==> src/rtl/hebb_pkg.sv <==
// Shared constants and types for the Hebbian link-table trainer.
// N     : neuron count (5x5 grid), link table depth N*N
// NPAT  : maximum stored patterns; keeps |w| <= NPAT so WW-bit weights never saturate
// WW    : signed weight width
// AW    : link address width
// IW    : neuron index width, CW : pattern counter width, SW : slot index width
package hebb_pkg;
  localparam int N     = 25;
  localparam int DEPTH = N * N;
  localparam int NPAT  = 4;
  localparam int WW    = 8;
  localparam int AW    = 10;
  localparam int IW    = 5;
  localparam int CW    = 4;
  localparam int SW    = (NPAT > 1) ? $clog2(NPAT) : 1;

  typedef enum logic {IDLE, GEN} state_e;

  typedef logic [NPAT-1:0][N-1:0] pat_store_t;
endpackage

==> src/rtl/hebb_agree_count.sv <==
// Counts stored patterns in which neuron i and neuron j carry the same bit.
// Only slots below pat_count take part; unused slots are don't-care.
// Ports: store (pattern slots), pat_count, i, j in; agree (0..NPAT) out.
import hebb_pkg::*;

module hebb_agree_count (
  input  pat_store_t        store,
  input  logic [CW-1:0]     pat_count,
  input  logic [IW-1:0]     i,
  input  logic [IW-1:0]     j,
  output logic [CW-1:0]     agree
);

  logic [NPAT-1:0] hit;

  generate
    for (genvar p = 0; p < NPAT; p++) begin : g_slot
      assign hit[p] = (CW'(p) < pat_count) && (store[p][i] == store[p][j]);
    end
  endgenerate

  always_comb begin
    agree = '0;
    for (int p = 0; p < NPAT; p++) agree = agree + CW'(hit[p]);
  end

endmodule

==> src/rtl/hebb_link_trainer.sv <==
// Builds the N*N signed link table of a Hopfield recall engine by Hebbian rule
// and streams it, row-major, over a ready/valid write port.
// Ports:
//   clk, rst                 : clock, synchronous active-high reset
//   pat_valid/pat_data/pat_ready : pattern load (IDLE only, up to NPAT)
//   clear                    : drop all stored patterns (IDLE only)
//   start                    : pulse, begin weight generation
//   w_we/w_ready/w_addr/w_data : link memory write port (held under backpressure)
//   busy, done               : generation in progress / one-cycle completion pulse
//   pat_count                : number of stored patterns
import hebb_pkg::*;

module hebb_link_trainer (
  input  logic          clk,
  input  logic          rst,
  input  logic          pat_valid,
  input  logic [N-1:0]  pat_data,
  output logic          pat_ready,
  input  logic          clear,
  input  logic          start,
  output logic          w_we,
  input  logic          w_ready,
  output logic [AW-1:0] w_addr,
  output logic [WW-1:0] w_data,
  output logic          busy,
  output logic          done,
  output logic [CW-1:0] pat_count
);

  state_e        state_q, state_d;
  pat_store_t    store_q, store_d;
  logic [CW-1:0] pc_q, pc_d;
  logic [IW-1:0] i_q, i_d, j_q, j_d;
  logic [AW-1:0] addr_q, addr_d;
  logic [WW-1:0] data_q, data_d;
  logic          we_q, we_d, busy_q, busy_d, done_q, done_d;
  logic          load_w;
  logic [CW-1:0] agree;
  logic [WW-1:0] w_calc;

  // Agreement is evaluated on the *next* (i,j) so the weight is registered
  // together with the address it belongs to.
  hebb_agree_count u_agree (
    .store     (store_q),
    .pat_count (pc_q),
    .i         (i_d),
    .j         (j_d),
    .agree     (agree)
  );

  // w = agree - disagree = 2*A - pat_count; diagonal forced to zero.
  always_comb begin
    w_calc = '0;
    if (i_d != j_d)
      w_calc = {{(WW-CW-1){1'b0}}, agree, 1'b0} - {{(WW-CW){1'b0}}, pc_q};
  end

  assign pat_ready = (state_q == IDLE) && (pc_q < CW'(NPAT));

  always_comb begin
    state_d = state_q;
    store_d = store_q;
    pc_d    = pc_q;
    i_d     = i_q;
    j_d     = j_q;
    addr_d  = addr_q;
    we_d    = we_q;
    busy_d  = busy_q;
    done_d  = 1'b0;
    load_w  = 1'b0;
    case (state_q)
      IDLE: begin
        if (clear) begin
          pc_d = '0;
        end else if (pat_valid && pat_ready) begin
          store_d[pc_q[SW-1:0]] = pat_data;
          pc_d = pc_q + 1'b1;
        end
        if (start) begin
          state_d = GEN;
          busy_d  = 1'b1;
          we_d    = 1'b1;
          i_d     = '0;
          j_d     = '0;
          addr_d  = '0;
          load_w  = 1'b1;
        end
      end
      GEN: begin
        if (we_q && w_ready) begin
          if (addr_q == AW'(DEPTH-1)) begin
            state_d = IDLE;
            we_d    = 1'b0;
            busy_d  = 1'b0;
            done_d  = 1'b1;
          end else begin
            addr_d = addr_q + 1'b1;
            load_w = 1'b1;
            if (j_q == IW'(N-1)) begin
              j_d = '0;
              i_d = i_q + 1'b1;
            end else begin
              j_d = j_q + 1'b1;
            end
          end
        end
      end
      default: state_d = IDLE;
    endcase
    data_d = load_w ? w_calc : data_q;
  end

  always_ff @(posedge clk) begin
    if (rst) begin
      state_q <= IDLE;
      store_q <= '0;
      pc_q    <= '0;
      i_q     <= '0;
      j_q     <= '0;
      addr_q  <= '0;
      data_q  <= '0;
      we_q    <= 1'b0;
      busy_q  <= 1'b0;
      done_q  <= 1'b0;
    end else begin
      state_q <= state_d;
      store_q <= store_d;
      pc_q    <= pc_d;
      i_q     <= i_d;
      j_q     <= j_d;
      addr_q  <= addr_d;
      data_q  <= data_d;
      we_q    <= we_d;
      busy_q  <= busy_d;
      done_q  <= done_d;
    end
  end

  assign w_we      = we_q;
  assign w_addr    = addr_q;
  assign w_data    = data_q;
  assign busy      = busy_q;
  assign done      = done_q;
  assign pat_count = pc_q;

endmodule

==> config.mk <==
export PLATFORM = sky130hd
export DESIGN_NAME = hebb_link_trainer
export DESIGN_NICKNAME = d
export VERILOG_FILES = /design/src/rtl/hebb_pkg.sv /design/src/rtl/hebb_agree_count.sv /design/src/rtl/hebb_link_trainer.sv
export SDC_FILE = /design/constraint.sdc
export NUM_CORES = 1
export LEC_CHECK = 0
export CORE_MARGIN = 1.5
export CORE_UTILIZATION = 55
export CTS_CLUSTER_DIAMETER = 40
export DETAILED_ROUTE_END_ITERATION = 10
export PLACE_DENSITY = 0.78
export REMOVE_ABC_BUFFERS = 1
export SLEW_MARGIN = 30
export SYNTH_ARGS = -nofsm -noshare
export SYNTH_HDL_FRONTEND = slang
export SYNTH_HIERARCHICAL = 1
export SYNTH_SLANG_ARGS = --single-unit
==> constraint.sdc <==
create_clock -name clk -period 7.7 [get_ports clk]
set_input_delay 2.31 -clock clk [delete_from_list [all_inputs] [get_ports clk]]
set_output_delay 2.31 -clock clk [all_outputs]
set_load 0.05 [all_outputs]
======== After elaboration in Yosys (flattened, before gate mapping) ========
Cells that the tools add are included.
word-level totals
  register bits ........................... 135
  bits in latches ......................... 0
  memory bits (writable) .................. 0
  bits in read-only memories .............. 0
  input bits .............................. 31
  logic and storage cells ................. 104
  memories kept ........................... 0
cells by class
  add/subtract/negate cells ............... 8
  multiply operators ...................... 0
  div/mod/pow operators ................... 0
  order comparisons ....................... 9
  equal/unequal tests ..................... 11
  shift-type cells ........................ 0
  multiplexer cells ....................... 47
  bitwise logic cells ..................... 3
  reduce and logical (&&, ||, !) cells .... 14
operators by type and width
  kind                                                                          number
  100-bit bitwise mux                                                           1
  25-bit demux with 2-bit select                                                1
  1-bit binary-select mux with 5-bit select                                     8
  5-bit two-way mux                                                             8
  10-bit two-way mux                                                            3
  25-bit two-way mux                                                            1
  10-bit one-hot mux with 2 select lines                                        1
  5-bit one-hot mux with 2 select lines                                         2
  1-bit two-way mux                                                             16
  5-bit by 6-bit less-than comparator with 1-bit output, second input constant  2
  10-bit by 1-bit adder with 10-bit output, second input constant               1
  5-bit by 1-bit adder with 5-bit output, second input constant                 2
  10-bit equality test, second input constant                                   1
  3-bit AND reduction                                                           3
  4-bit by 1-bit adder with 4-bit output                                        2
  1-bit logical AND                                                             8
  1-bit by 4-bit less-than comparator with 1-bit output, first input constant   2
  2-bit by 4-bit less-than comparator with 1-bit output, first input constant   2
  4-bit two-way mux                                                             2
  8-bit two-way mux                                                             1
  1-bit one-hot mux with 2 select lines                                         3
  5-bit by 4-bit subtractor with 6-bit output                                   1
  5-bit equality test, second input constant                                    1
  5-bit inequality test                                                         1
  12 further kinds                                                              19

======== Logic depth before layout (Yosys ltp) ========
Gate-level depths: netlist of run 1.
  depth after elaboration ................. 14
  gate-level depth with buffers ........... 24

======== By module ========
Netlist of run 1, hierarchy kept.
by module, submodules not included
  module             instances  cells each  area each (um^2)  seq. area each (um^2)
  hebb_link_trainer  1          659         5271.3            2662.6
  hebb_agree_count   1          139         1831.8            0.0

======== Worst setup path before layout of run 1 ========
No wires, ideal clock.
  path kind ............................... input-to-reg
  start ................................... input port w_ready
  end ..................................... register data_q[4], in the netlist w_data[4]
  setup time .............................. 0.117 ns
  arrival ................................. 6.626 ns
  data required time ...................... 7.583 ns
  path slack .............................. 0.957 ns
  stages .................................. 21
  cells stage by stage .................... nand3_1 > a31oi_1 > xnor2_1 > and3_1 > buf_6 > buf_6 > mux4_1 > a22oi_1 > a32oi_1 > xnor2_1 > o21ai_1 > fa_1 > inv_1 > ha_1 > ha_1 > ha_1 > inv_1 > o21bai_1 > a21oi_1 > xor2_1 > a32o_1
between the ends
  cells in the longest elaborated chain, start to end .. 12
  elaborated cells on any way between the ends .. 37
RTL lines
  item                                           RTL line                  text
  start: declaration                             hebb_link_trainer.sv:22   input logic w_ready,
  1-bit logical AND *                            hebb_link_trainer.sv:90   if (we_q && w_ready) begin
  5-bit two-way mux *                            hebb_link_trainer.sv:90
  5-bit one-hot mux with 2 select lines *        hebb_link_trainer.sv:71   case (state_q)
  net j_d[0]                                     hebb_link_trainer.sv:33   logic [IW-1:0] i_q, i_d, j_q, j_d;
  1-bit binary-select mux with 5-bit select      hebb_agree_count.sv:18    assign hit[p] = (CW'(p) < pat_count) && (store[p][i] == store[p][j]);
  1-bit two-way mux (not written as such)        hebb_agree_count.sv:18
  1-bit equality test                            hebb_agree_count.sv:18
  1-bit logical AND                              hebb_agree_count.sv:18
  1-bit by 1-bit adder with 2-bit output         hebb_agree_count.sv:24    for (int p = 0; p < NPAT; p++) agree = agree + CW'(hit[p]);
  4-bit by 1-bit adder with 4-bit output         hebb_agree_count.sv:24
  4-bit by 1-bit adder with 4-bit output *       hebb_agree_count.sv:24
  net agree[1]                                   hebb_link_trainer.sv:38   logic [CW-1:0] agree;
  5-bit by 4-bit subtractor with 6-bit output *  hebb_link_trainer.sv:55   w_calc = {{(WW-CW-1){1'b0}}, agree, 1'b0} - {{(WW-CW){1'b0}}, pc_q};
  8-bit two-way mux *                            hebb_link_trainer.sv:54   if (i_d != j_d)
  end signal: assignment                         hebb_link_trainer.sv:132  data_q <= data_d;
  end: declaration                               hebb_link_trainer.sv:35   logic [WW-1:0] data_q, data_d;
Mark *: on every way through the listed nets, which the timed path passes. The rest lies on a longest branch. The select of a mux whose other input is x is not followed.
A chain may end at the register's enable or synchronous reset.

======== Final worst setup path of run 1 ========
Same ends and word-level chain as after synthesis.

==> flow_summary.toml, run 1 <==
[power]
ir_worst_vdd_mv = 0.173
clkPwrFrac_pct = 51.9
finalPower_mw = 1.67
p_int_mw = 1.29
seqPwrFrac_pct = 42.4
p_sw_share_pct = 22.7
power_frac_comb_pct = 5.7
leakagePower_nw = 2.87
switchingPower_mw = 0.379
p_per_area_mw_per_mm2 = 200

[drt]
wire_per_inst_um = 19.0
firstDrtPassIters = 5
viasPerCell = 6.13
vias = 6193
drt_iter0_drc = 508
wl_um = 19200
ant_nets = 0
drc = 0

[job]
cap_violations = 0

[critical_path]
r2r_slack_ns = 2.16
worstPathArrival_ns = 7.31
critical_path.cell_chain = "clkdlybuf4s50_1 -> nand3_1 -> a311o_1 -> and3_1 -> buf_12 -> mux4_1 -> a22oi_1 -> a311oi_1 -> xnor2_1 -> nand2_1 -> fa_1 -> inv_1 -> ha_1 -> ha_1 -> ha_1 -> inv_1 -> o21bai_1 -> a21oi_1 -> xor2_1 -> a32o_1"
slowest_stage = "mux4_1"
critical_path.endpoint_type = "register"
worst-path-buf-inv = 4
crit_family = "compound AO/OA/AOI/OAI gates"
crit_fanout = 26
path_class = "primary input to register"
critPathRequiredTime_ns = 8.01
crit_path_frequent_cell = "ha_1"
critPathLaunchType = "primary input"
crit_path_max_incr_delay_ns = 0.60

[grt]
grt_pass1_vias = 5857
grt_use_total_pct = 29.2
grt_pass1_wl_um = 30200
antenna_found_initial = 0
overflow = 0
grt_max_degree = 96

[floorplan]
start_util_pct = 56.3
row_count = 41
die_w_um = 117
die_h_um = 117
coreArea_mm2 = 0.0126
ioPinCount = 57
die-area_mm2 = 0.0136

[clock_network]
htreeDepth = 4
cts_hold_buf = 0
numClockSinks = 133
cts_tree = "done"
cts_setup_buffers = 0
cts_buffer_depth = 2
cts_root_buf = "clkbuf_16"
cts.reportedPaths.clkPinSlew_ns = 0.06
clock_latency_ns = 0.42
numCtsBuffers = 17
cts_resized = 0

[logic_synthesis]
synth_top_area_cell = "dfxtp_1"
yosys-top-cells-count = "nand2_1 (227), dfxtp_1 (133), a21oi_1 (114)"
synth_top_area_share_pct = 37.5
synth-simple-area-share_pct = 20.0
syn-cell-area_mm2 = 0.00710
synthCells = 798
ys_types = 63
synth_mux_area_share_pct = 16.5
synth.most_common_cell = "nand2_1"
synth_top_family_by_area = "simple AND/OR/NAND/NOR gates"
synth_ff_type = "dfxtp_1"
synth_fa_ha_area_share_pct = 3.03
synthXorXnorAreaFrac_pct = 2.10
async_flop_share_pct = 0
ys_seq_area_share_pct = 37.5
syn_avg_cell_area_um2 = 8.90
synth-compound-area-share_pct = 15.3
synth_edf_count = 0
synth.top_cells.by_area = "dfxtp_1 (37%), nand2_1 (12%), mux4_2 (11%)"
yosys_warnings = 6
synth_seq_cells = 133

[placement]
place.gp.congestion = 0.979
pre_cts_slack_ns = 0.349
io_buffer_count = 56
hpwl_um = 12800

[cells_and_area]
antenna_cells = 0
drive_above_1_share_pct = 12.1
final.fill_count = 1046
nets = 872
area_delta_synth_final_pct = 17.5

[status]
status = "complete, no violations"

[timing]
rsz0062_at_grt = "no"
finClkSkew_ns = 0.00830
slew_headroom_pct = 33.3
min_period_ns = 7.00
worst_slew_pin_slew_ns = 1.00
timing.final.crit_share_pct = 90.9
setup-violations-final = 0
hold_viol = 0
setup_slack_ns = 0.704
clock.fmax_mhz = 143
slew_violations = 0

[worst_hold_path]
min_path_type = "register to register"
## power by group through the flow
stage | combinational, mW | sequential [mW] | clock (mW)
after floorplan | 0.0406 | 0.722 | 0
after global placement | 0.0917 | 0.720 | 0
after detailed placement | 0.0936 | 0.720 | 0
after CTS | 0.0945 | 0.705 | 0.870
after global routing | 0.103 | 0.706 | 0.905
final | 0.0954 | 0.706 | 0.865
## per-stage QoR
step	cells	hold slack [ns]	util (%)	instance area (um^2)	TNS [ns]
final	1010	0.470	66.1	8350	0
after global routing	1010	0.489	66.1	8350	0
after CTS	1010	0.470	66.1	8340	0
after detailed placement	978	0.457	61.0	7700	0
after global placement	978	0.449	61.0	7690	0
after floorplan	741	0.435	-	6800	-7.86
## cell families (layout without fill, tap and decap cells)
kind of cell / count (synthesis) / after routing
muxes: 52 / 52
buffers and inverters: 80 / 120
AOI/OAI and AO/OA: 179 / 179
and+or+nand+nor: 320 / 320
other: 1 / 1
adders and majority gates: 16 / 16
DFF: 133 / 133
xor gates and xnor gates: 17 / 17
## sequential cells by signal (all words and copies together) (netlist names)
name / cells
state_q: 1
w_addr: 10
store_q: 100
pat_count: 4
w_data: 6
j_q: 5
done: 1
busy: 1
i_q: 5
## layout by cell type (no fill, tap or decap), types with 5 or more instances in the layout
cell type        instances
mux4_1                  14
nand2_1                223
mux4_2                  34
xnor2_1                  7
nor3_1                   7
xor2_1                  10
or3_1                    6
nand3_1                 10
a32o_1                   5
clkdlybuf4s50_1         55
a21oi_1                114
inv_1                   23
a311oi_1                 6
ha_1                    14
o22ai_1                 13
buf_4                    7
clkbuf_16               17
a22oi_1                 10
nor2b_1                  7
dfxtp_1                133
nor2_1                  28
## cell type report
class | count | area, um^2 | area share (%)
timing repair buffer | 65 | 663 | 7.94
sequential | 133 | 2660 | 31.9
tap | 172 | 215 | 2.58
multi-input combinational | 585 | 4080 | 48.9
clock inverter | 14 | 200 | 2.40
inverter | 23 | 86.3 | 1.03
clock buffer | 18 | 439 | 5.26
## path summary, 6_finish.rpt
path / start / end / cells past startpoint
setup / recovery: w_ready / w_data[4]$_SDFFE_PP0P_ / 20
hold / removal: w_data[3]$_SDFFE_PP0P_ / w_data[3]$_SDFFE_PP0P_ / 1
setup reg to reg: w_addr[0]$_SDFFE_PP0P_ / w_data[4]$_SDFFE_PP0P_ / 21
hold reg to reg: w_data[3]$_SDFFE_PP0P_ / w_data[3]$_SDFFE_PP0P_ / 1
## per-layer routing
metal,vias up,global-route usage [%],wire [um]
li1,2883,-,-
met1,3016,38.1,8060
met2,255,49.1,9540
met3,39,5.40,1230
met4,0,10.5,384
met5,-,0,0
No activity file was read; power rests on OpenSTA's default activity.
==> run 2: changes to the inputs <==
--- a/config.mk
+++ b/config.mk
@@ -6,10 +6,10 @@
 export NUM_CORES = 1
 export LEC_CHECK = 0
 export CORE_MARGIN = 1.5
-export CORE_UTILIZATION = 55
+export CORE_UTILIZATION = 42
 export CTS_CLUSTER_DIAMETER = 40
 export DETAILED_ROUTE_END_ITERATION = 10
-export PLACE_DENSITY = 0.78
+export PLACE_DENSITY = 0.63
 export REMOVE_ABC_BUFFERS = 1
 export SLEW_MARGIN = 30
 export SYNTH_ARGS = -nofsm -noshare
==> run 2 against run 1 <==
Non-clock buffer count is 7 higher; critical path depth stayed put; total power is 1.1% lower; clock power is 2.4% lower; utilization is 15 points lower; die area is 30% higher; fmax is 1.2% lower; global-route usage is 6.7 points lower; sequential power hardly changed; cell count is 5.4% higher; critical endpoint unchanged; largest cell class unchanged; highest routed layer unchanged.
==> flow_summary.toml, run 2 (synthesis gave the netlist of run 1 again) <==
[power]
p_per_area_mw_per_mm2 = 196
finalPower_mw = 1.65
ir_worst_vdd_mv = 0.161
leakagePower_nw = 2.90

[clock_network]
htreeDepth = 4
cts_tree = "done"
cts_hold_buf = 0
cts_resized = 0
numClockSinks = 133
numCtsBuffers = 17
cts_setup_buffers = 0
cts.reportedPaths.clkPinSlew_ns = 0.05
cts_buffer_depth = 2
clock_latency_ns = 0.43
cts_root_buf = "clkbuf_16"

[placement]
place.gp.congestion = 0.932
hpwl_um = 13000
pre_cts_slack_ns = 0.201
placed_area_mm2 = 0.00779
io_buffer_count = 56
placedCellCount = 1033

[grt]
grt_pass1_vias = 5671
antenna_found_initial = 0
grt_pass1_wl_um = 31200
grt_use_total_pct = 22.5
grt_max_degree = 63
overflow = 0

[timing]
worst_slew_pin_slew_ns = 0.722
hold_viol = 0
timing.final.crit_share_pct = 91.9
rsz0062_at_grt = "no"
clock.fmax_mhz = 141
setup-violations-final = 0
holdWs_ns = 0.468
setup_slack_ns = 0.623
finClkSkew_ns = 0.0110
slew_violations = 0
setup_tns_ns = 0
slew_headroom_pct = 51.7
min_period_ns = 7.08

[drt]
drt_iter0_drc = 478
firstDrtPassIters = 5
wire_per_inst_um = 17.9
wl_um = 19100
vias = 6062
dr_wl_met3_um = 1160
viasPerCell = 5.69
drc = 0
ant_nets = 0
met2_length_um = 8810
routed.top_layer = "met4"
m1WireLength_um = 8830

[cells_and_area]
nets = 879
utilization_pct = 50.9
layout_commonest_cell = "nand2_1"
drive_above_1_share_pct = 12.3
area_delta_synth_final_pct = 18.4
final_area_mm2 = 0.00841
largest-register = "store_q"
antenna_cells = 0
seqCellArea_mm2 = 0.00266
largest_register_ff_count = 100
final_cell_mix = "nand2_1 (223), dfxtp_1 (133), a21oi_1 (114)"
stdcell_count = 1065
multiInputGateArea_mm2 = 0.00408
final.fill_count = 1542

[job]
cap_violations = 0

[worst_hold_path]
min_path_type = "register to register"

[critical_path]
critPathLaunchType = "primary input"
worstPathArrival_ns = 7.39
path_class = "primary input to register"
crit_fanout = 15
critical_path.endpoint_type = "register"
critPathRequiredTime_ns = 8.01

[status]
status = "complete, no violations"

[floorplan]
coreArea_mm2 = 0.0165
start_util_pct = 43.0
ioPinCount = 57
die_h_um = 133
row_count = 47
die-area_mm2 = 0.0177
die_w_um = 133
[run 2: final timing paths]
path                            end  slack (ns)  cells after the start                   start
min reg2reg  w_data[1]$_SDFFE_PP0P_        0.47                      1  w_data[1]$_SDFFE_PP0P_
min          w_data[1]$_SDFFE_PP0P_        0.47                      1  w_data[1]$_SDFFE_PP0P_
max          w_data[4]$_SDFFE_PP0P_        0.62                     20                 w_ready
max reg2reg  w_data[4]$_SDFFE_PP0P_        2.22                     21       j_q[0]$_SDFF_PP0_
[run 2: final cells by class]
cell class / count / share of cell area (%)
multi-input cells: 585 / 48.5
flip-flops and latches: 133 / 31.7
repair buffers: 72 / 8.22
clock buffers: 24 / 5.85
well taps: 220 / 3.27
clock inverters: 8 / 1.44
inverters: 23 / 1.03
[run 2: power by group]
group / total, mW / internal, mW / switching (mW)
logic: 0.0968 / 0.0387 / 0.0581
clock network: 0.844 / 0.542 / 0.302
registers: 0.707 / 0.697 / 0.00956
[run 2: critical path: stages]
cell and delay [ns]:
clkdlybuf4s50_1 0.51, nand3_1 0.16, a311o_1 0.37, o21ai_4 0.59
buf_4 0.31, mux4_2 0.51, o22ai_1 0.21, a311oi_1 0.08
xnor2_1 0.16, o21ai_0 0.14, fa_1 0.52, inv_1 0.05
ha_1 0.18, ha_1 0.28, ha_1 0.31, inv_1 0.06
o21bai_1 0.14, a21oi_1 0.09, xor2_1 0.14, a32o_1 0.25
[run 2: per-layer routing]
layer | vias to the layer above | global-route usage, %
met5 | - | 0
met4 | 0 | 8.12
met3 | 25 | 4.60
met2 | 205 | 35.0
met1 | 2931 | 31.2
li1 | 2901 | -
